[src/rtl/reg_dump.sv]
`timescale 1ns/1ps
// reg_dump: snapshot read-out engine for the picoMIPS register file.
// On start it walks addresses 0..NREGS-1 through the asynchronous read port.
// Each captured value is handed downstream on a valid/ready byte handshake.
// freeze is held for the whole dump so the core cannot write mid-snapshot.
module reg_dump #(
    parameter int n     = 8,
    parameter int NREGS = 5
) (
    input  logic         clk,
    input  logic         reset,
    input  logic         start,
    output logic [4:0]   raddr,
    input  logic [n-1:0] rdata,
    output logic [n-1:0] dout,
    output logic [4:0]   idx,
    output logic         valid,
    input  logic         ready,
    output logic         busy,
    output logic         freeze,
    output logic         done
);

    typedef enum logic [1:0] {
        S_IDLE = 2'd0,
        S_READ = 2'd1,
        S_SEND = 2'd2,
        S_DONE = 2'd3
    } state_t;

    localparam logic [4:0] LAST_IDX = 5'(NREGS - 1);

    state_t         state_q;
    logic [4:0]     raddr_q;
    logic [4:0]     raddr_d;
    logic [4:0]     idx_q;
    logic [n-1:0]   dout_q;
    logic           valid_q;
    logic           busy_q;
    logic           done_q;
    logic           accept;

    // Beat acceptance and saturating next read address (never passes LAST_IDX)
    always_comb begin
        accept  = 1'b0;
        raddr_d = raddr_q;
        if (valid_q && ready) begin
            accept = 1'b1;
        end else begin
            accept = 1'b0;
        end
        if (raddr_q < LAST_IDX) begin
            raddr_d = raddr_q + 5'd1;
        end else begin
            raddr_d = raddr_q;
        end
    end

    // Dump sequencer: IDLE -> (READ -> SEND)*NREGS -> DONE -> IDLE, all outputs registered
    always_ff @(posedge clk or posedge reset) begin
        if (reset) begin
            state_q <= S_IDLE;
            raddr_q <= 5'd0;
            idx_q   <= 5'd0;
            dout_q  <= '0;
            valid_q <= 1'b0;
            busy_q  <= 1'b0;
            done_q  <= 1'b0;
        end else begin
            case (state_q)
                S_IDLE: begin
                    done_q <= 1'b0;
                    if (start) begin
                        state_q <= S_READ;
                        raddr_q <= 5'd0;
                        busy_q  <= 1'b1;
                    end else begin
                        state_q <= S_IDLE;
                    end
                end
                S_READ: begin
                    // rdata is combinational from raddr, which has been stable a full cycle
                    done_q  <= 1'b0;
                    dout_q  <= rdata;
                    idx_q   <= raddr_q;
                    valid_q <= 1'b1;
                    state_q <= S_SEND;
                end
                S_SEND: begin
                    done_q <= 1'b0;
                    if (accept) begin
                        valid_q <= 1'b0;
                        if (idx_q < LAST_IDX) begin
                            raddr_q <= raddr_d;
                            state_q <= S_READ;
                        end else begin
                            state_q <= S_DONE;
                        end
                    end else begin
                        // backpressure: hold the beat indefinitely
                        state_q <= S_SEND;
                    end
                end
                S_DONE: begin
                    // busy drops at the same edge done rises
                    done_q  <= 1'b1;
                    busy_q  <= 1'b0;
                    raddr_q <= 5'd0;
                    state_q <= S_IDLE;
                end
                default: begin
                    state_q <= S_IDLE;
                    raddr_q <= 5'd0;
                    valid_q <= 1'b0;
                    busy_q  <= 1'b0;
                    done_q  <= 1'b0;
                end
            endcase
        end
    end

    assign raddr  = raddr_q;
    assign dout   = dout_q;
    assign idx    = idx_q;
    assign valid  = valid_q;
    assign busy   = busy_q;
    assign freeze = busy_q;
    assign done   = done_q;

endmodule

[config.mk]
export PLATFORM = sky130hd
export DESIGN_NAME = reg_dump
export DESIGN_NICKNAME = d
export VERILOG_FILES = /design/src/rtl/reg_dump.sv
export SDC_FILE = /design/constraint.sdc
export NUM_CORES = 1
export LEC_CHECK = 0
export CAP_MARGIN = 40
export CORE_AREA = 3 3 56 58
export DETAILED_ROUTE_END_ITERATION = 16
export DIE_AREA = 0 0 59 61
export MAX_ROUTING_LAYER = met4
export PLACE_DENSITY = 0.77
export SLEW_MARGIN = 20
export SYNTH_ARGS = -nofsm -noshare
export SYNTH_HDL_FRONTEND = slang
export SYNTH_SLANG_ARGS = --single-unit
[constraint.sdc]
create_clock -name clk -period 1.4 [get_ports clk]
set_clock_uncertainty 0.2 [all_clocks]
set_input_delay 0.28 -clock clk [delete_from_list [all_inputs] [get_ports clk]]
set_output_delay 0.28 -clock clk [all_outputs]
set_load 0.005 [all_outputs]
==> impl_summary.txt <==
----------------------------------------------------
[Synth]
  Post-synthesis sequential area ratio ... between 50% and 60%
  Fraction of registers with async set/reset ... 100.0%
  Top-count cell post-synth ... dfrtp_1
  Number of unique standard cell types used by synthesis ... 28
  Area leader, netlist ... dfrtp_1
  Primary FF master, synth ... dfrtp_1
  Share of the synthesized area in the top cell type ... between 50 and 60%
  Post-synthesis instance total ... between 70 and 80
  Flip-flop and latch count after synthesis ... 23
  Count of flip-flops with a built-in enable after synthesis ... 0
  Mapped Avg Cell Area ... ~14 um2
  Post-synth net total ... 88
  Top post-synthesis cells by area ... dfrtp_1 55%, mux2_4 12%, mux2_2 5.4%, nor4b_4 2.3%, buf_12 1.9%
  Total standard cell area after synthesis ... ~1000 um2
  Commonest cells in the synthesized netlist ... 23 x dfrtp_1, 8 x mux2_4, 5 x mux2_2, 5 x nand2_1
  Synth warn ... 0

[Critical path]
  Max stage delay on crit path ... roughly 410 ps
  Buffers & Inverters on Critical Path ... 1
  Worst reg-to-reg setup slack ... -80 ps
  Launching point of the worst reg2reg path ... raddr[3]$_DFFE_PP0P_
  Required time of the worst setup path ... around 1500 ps
  Cell count of the worst reg-to-reg path ... 4
  Worst-path cell chain ... buf_6, nor4b_4, a41o_1, and3_1
  Number of stages on the worst setup path ... 4
  Highest-delay cell along the critical path ... dfrtp_1
  End point of the critical path ... raddr[2]$_DFFE_PP0P_
  Kind of launch point of the worst setup path ... flip-flop
  Worst setup EP type ... flip-flop
  Beginning of the critical path ... raddr[3]$_DFFE_PP0P_
  Critical Path Fanout Max ... 4
  Type of the setup path with the least slack ... flip-flop to flip-flop
  Worst path arrival time ... 1540 ps
  Reg2Reg Capture Point ... raddr[2]$_DFFE_PP0P_
  Crit path max-delay family ... simple AND/OR/NAND/NOR gates

[Floorplan]
  Core outline area ... ~2700 um2
  Vert. Die Dim ... 61 um
  Die width ... 59 um
  DIE AREA ... approximately 3600 um2
  IO Pins ... 34
  Initial Util ... approximately two fifths
  Number of core rows ... 19

[Global route]
  Remaining global-route overflow ... 0
  Via count of the first global-routing pass ... slightly above 800
  First-pass GRT wire length ... roughly 3.6 mm
  Tot GR Track Use ... approximately 14%
  Antenna violations before repair ... 0
  Pin count of the biggest net entering global routing ... 24

[Status]
  Result of the run ... finished, violations left
  Violated checks ... setup timing

[CTS]
  Clock tree root driver cell ... clkbuf_4
  Sink Count ... 23
  Number of buffers created by CTS ... 3
  CTS tree ... yes
  Clock transition time at the flip-flop clock pins of the worst setup and hold paths ... 130 ps
  Number of H-tree levels ... 1
  Clock network latency to the later pin of the worst-skew pair ... between 300 and 400 ps
  Max Root-Sink Buffers ... 2

[Placement]
  Placed wire-length estimate after detailed placement ... between 1.5 and 2 mm
  Port Buffers ... 33
  Total cell area at the placement stage ... 1448 um2
  Placer Congestion ... roughly 0.77

[Drt]
  Final wirelength ... approximately 2.3 mm
  Detailed-route via count ... 766
  Antenna Nets Post-Route ... 0
  Detailed-route wire length per cell ... approximately 14 um
  DR iter-0 viols ... 16
  Number of vias per cell ... a little under 5
  Remaining DRCs ... 0
  Number of iterations in the first detailed-routing pass ... 4

[STA]
  Setup-failing EPs final ... 7
  Actual transition at the worst max-transition pin ... 291.5 ps
  Worst Slack Setup Final ... -82.96 ps
  Final number of max-transition violations ... 0
  Setup repair after global routing missed its margin ... yes
  Worst slew margin relative to its limit ... 80.49%
  Minimum clock period after layout ... between 1000 and 1500 ps
  Achievable frequency ... between 600 and 700 MHz
  Number of hold violations in the final report ... 0
  Period utilisation layout ... 105.9%

[Power]
  Final total power ... 2.530 mW
  Worst supply voltage drop on vdd ... around 0.9 mV
  Power per Cell Area ... between 1500 and 2000 nW/um2
  Lkg Pwr ... around 0.80 nW

[Finish]
  Fill cell count ... around 240
  Count of inserted antenna diode cells ... 0
  Post-synthesis to final-layout area growth ... 42.69%
  Ratio of cells with drive above 1 in the final layout ... between 50% and 60%
  Number of nets at the end of the flow ... approximately 140
  Core Util, Final ... a little over half
  Total non-filler cell area in the finished layout ... about 1500 um2

[Run]
  Maxcap violations ... 0

[Min path]
  Worst hold path class ... input port to async pin

----------------------------------------------------
## metal layers
layer	global-route usage (%)	share of wire (%)	vias to the layer above
li1	-	-	364
met1	17.27	46	366
met2	22.08	45	32
met3	2.979	8.0	4
met4	5.825	1.3	0
met5	-	0	-
## how the worst min path moves through the flow
| stage | from | to | slack (ps) | cells past startpoint |
|---|---|---|---|---|
| after floorplan | reset | busy$_DFFE_PP0P_ | 80 | 1 |
| after detailed placement | dout[5]$_DFFE_PP0P_ | dout[5]$_DFFE_PP0P_ | 290 | 1 |
| final | reset | done$_DFF_PP0_ | 80 | 3 |
| after global routing | reset | done$_DFF_PP0_ | 80 | 3 |
| after global placement | dout[5]$_DFFE_PP0P_ | dout[5]$_DFFE_PP0P_ | 290 | 1 |
| after CTS | reset | dout[2]$_DFFE_PP0P_ | 80 | 3 |
## worst reg2reg max path, cell delays in order (launching register included)
cell	delay [ps]
dfrtp_1	410
buf_6	130
nor4b_4	340
a41o_1	210
and3_1	140
## through the flow
step / hold WS (ps) / TNS [ps] / worst slack (ps) / cells
floorplan: 81.92 / -325.8 / -40.73 / 75
global placement: 290.2 / -1814 / -289.6 / 142
detailed placement: 293.6 / -1951 / -309.1 / 142
CTS: 79.27 / -504.6 / -106.0 / 157
global route: 82.55 / -1318 / -174.9 / 159
finish: 80.12 / -345.4 / -82.96 / 159
## cell families after synthesis
logic type | count (synthesis) | share of synthesized area [%]
and+or+nand+nor | 23 | 14.99
DFF | 23 | 55.16
muxes | 15 | 18.83
buffers and inverters | 8 | 5.874
AOI/OAI and AO/OA | 5 | 3.957
adders and majority gates | 1 | 1.199
## report_power, final
| group | internal (mW) | switching, mW | leakage (nW) |
|---|---|---|---|
| logic | 0.767 | 0.460 | 0.492 |
| registers | 0.872 | 0.124 | 0.293 |
| clock network | 0.107 | 0.200 | 0.0177 |
## area by class of cell
type                       instances  area [um2]  area share, %
tap                               31       38.79          2.605
clock buffer                       3       22.52          1.513
inverter                           3       11.26         0.7563
clock inverter                     1       5.005         0.3361
sequential                        23       575.6          38.66
timing repair buffer              54       424.2          28.49
multi-input combinational         44       411.6          27.65
## timing repair
item	4_1_cts	5_1_grt
endpoints found under the setup margin	30	25
setup buffers	11	2
hold buffers	0	0
pin swaps	4	3
gates resized for setup	82	8
## registers in the layout (all words and copies together), names as in the netlist
name	flops
done	1
dout	8
raddr	5
busy	1
idx	5
valid	1
state_q	2
## cells in the final DEF, fill, tap and decap left out, types with 3 or more instances in the layout
cell type / synthesis / final
clkbuf_2: 0 / 4
dfrtp_1: 23 / 23
mux2_4: 8 / 8
clkdlybuf4s50_1: 0 / 11
buf_6: 1 / 5
nand2_1: 5 / 5
and3_1: 3 / 3
buf_4: 2 / 15
mux2_2: 5 / 5
inv_1: 3 / 3
nand3_1: 3 / 3
buf_2: 0 / 17
clkbuf_4: 0 / 3
Note: power is estimated with default switching activity, not from simulation.
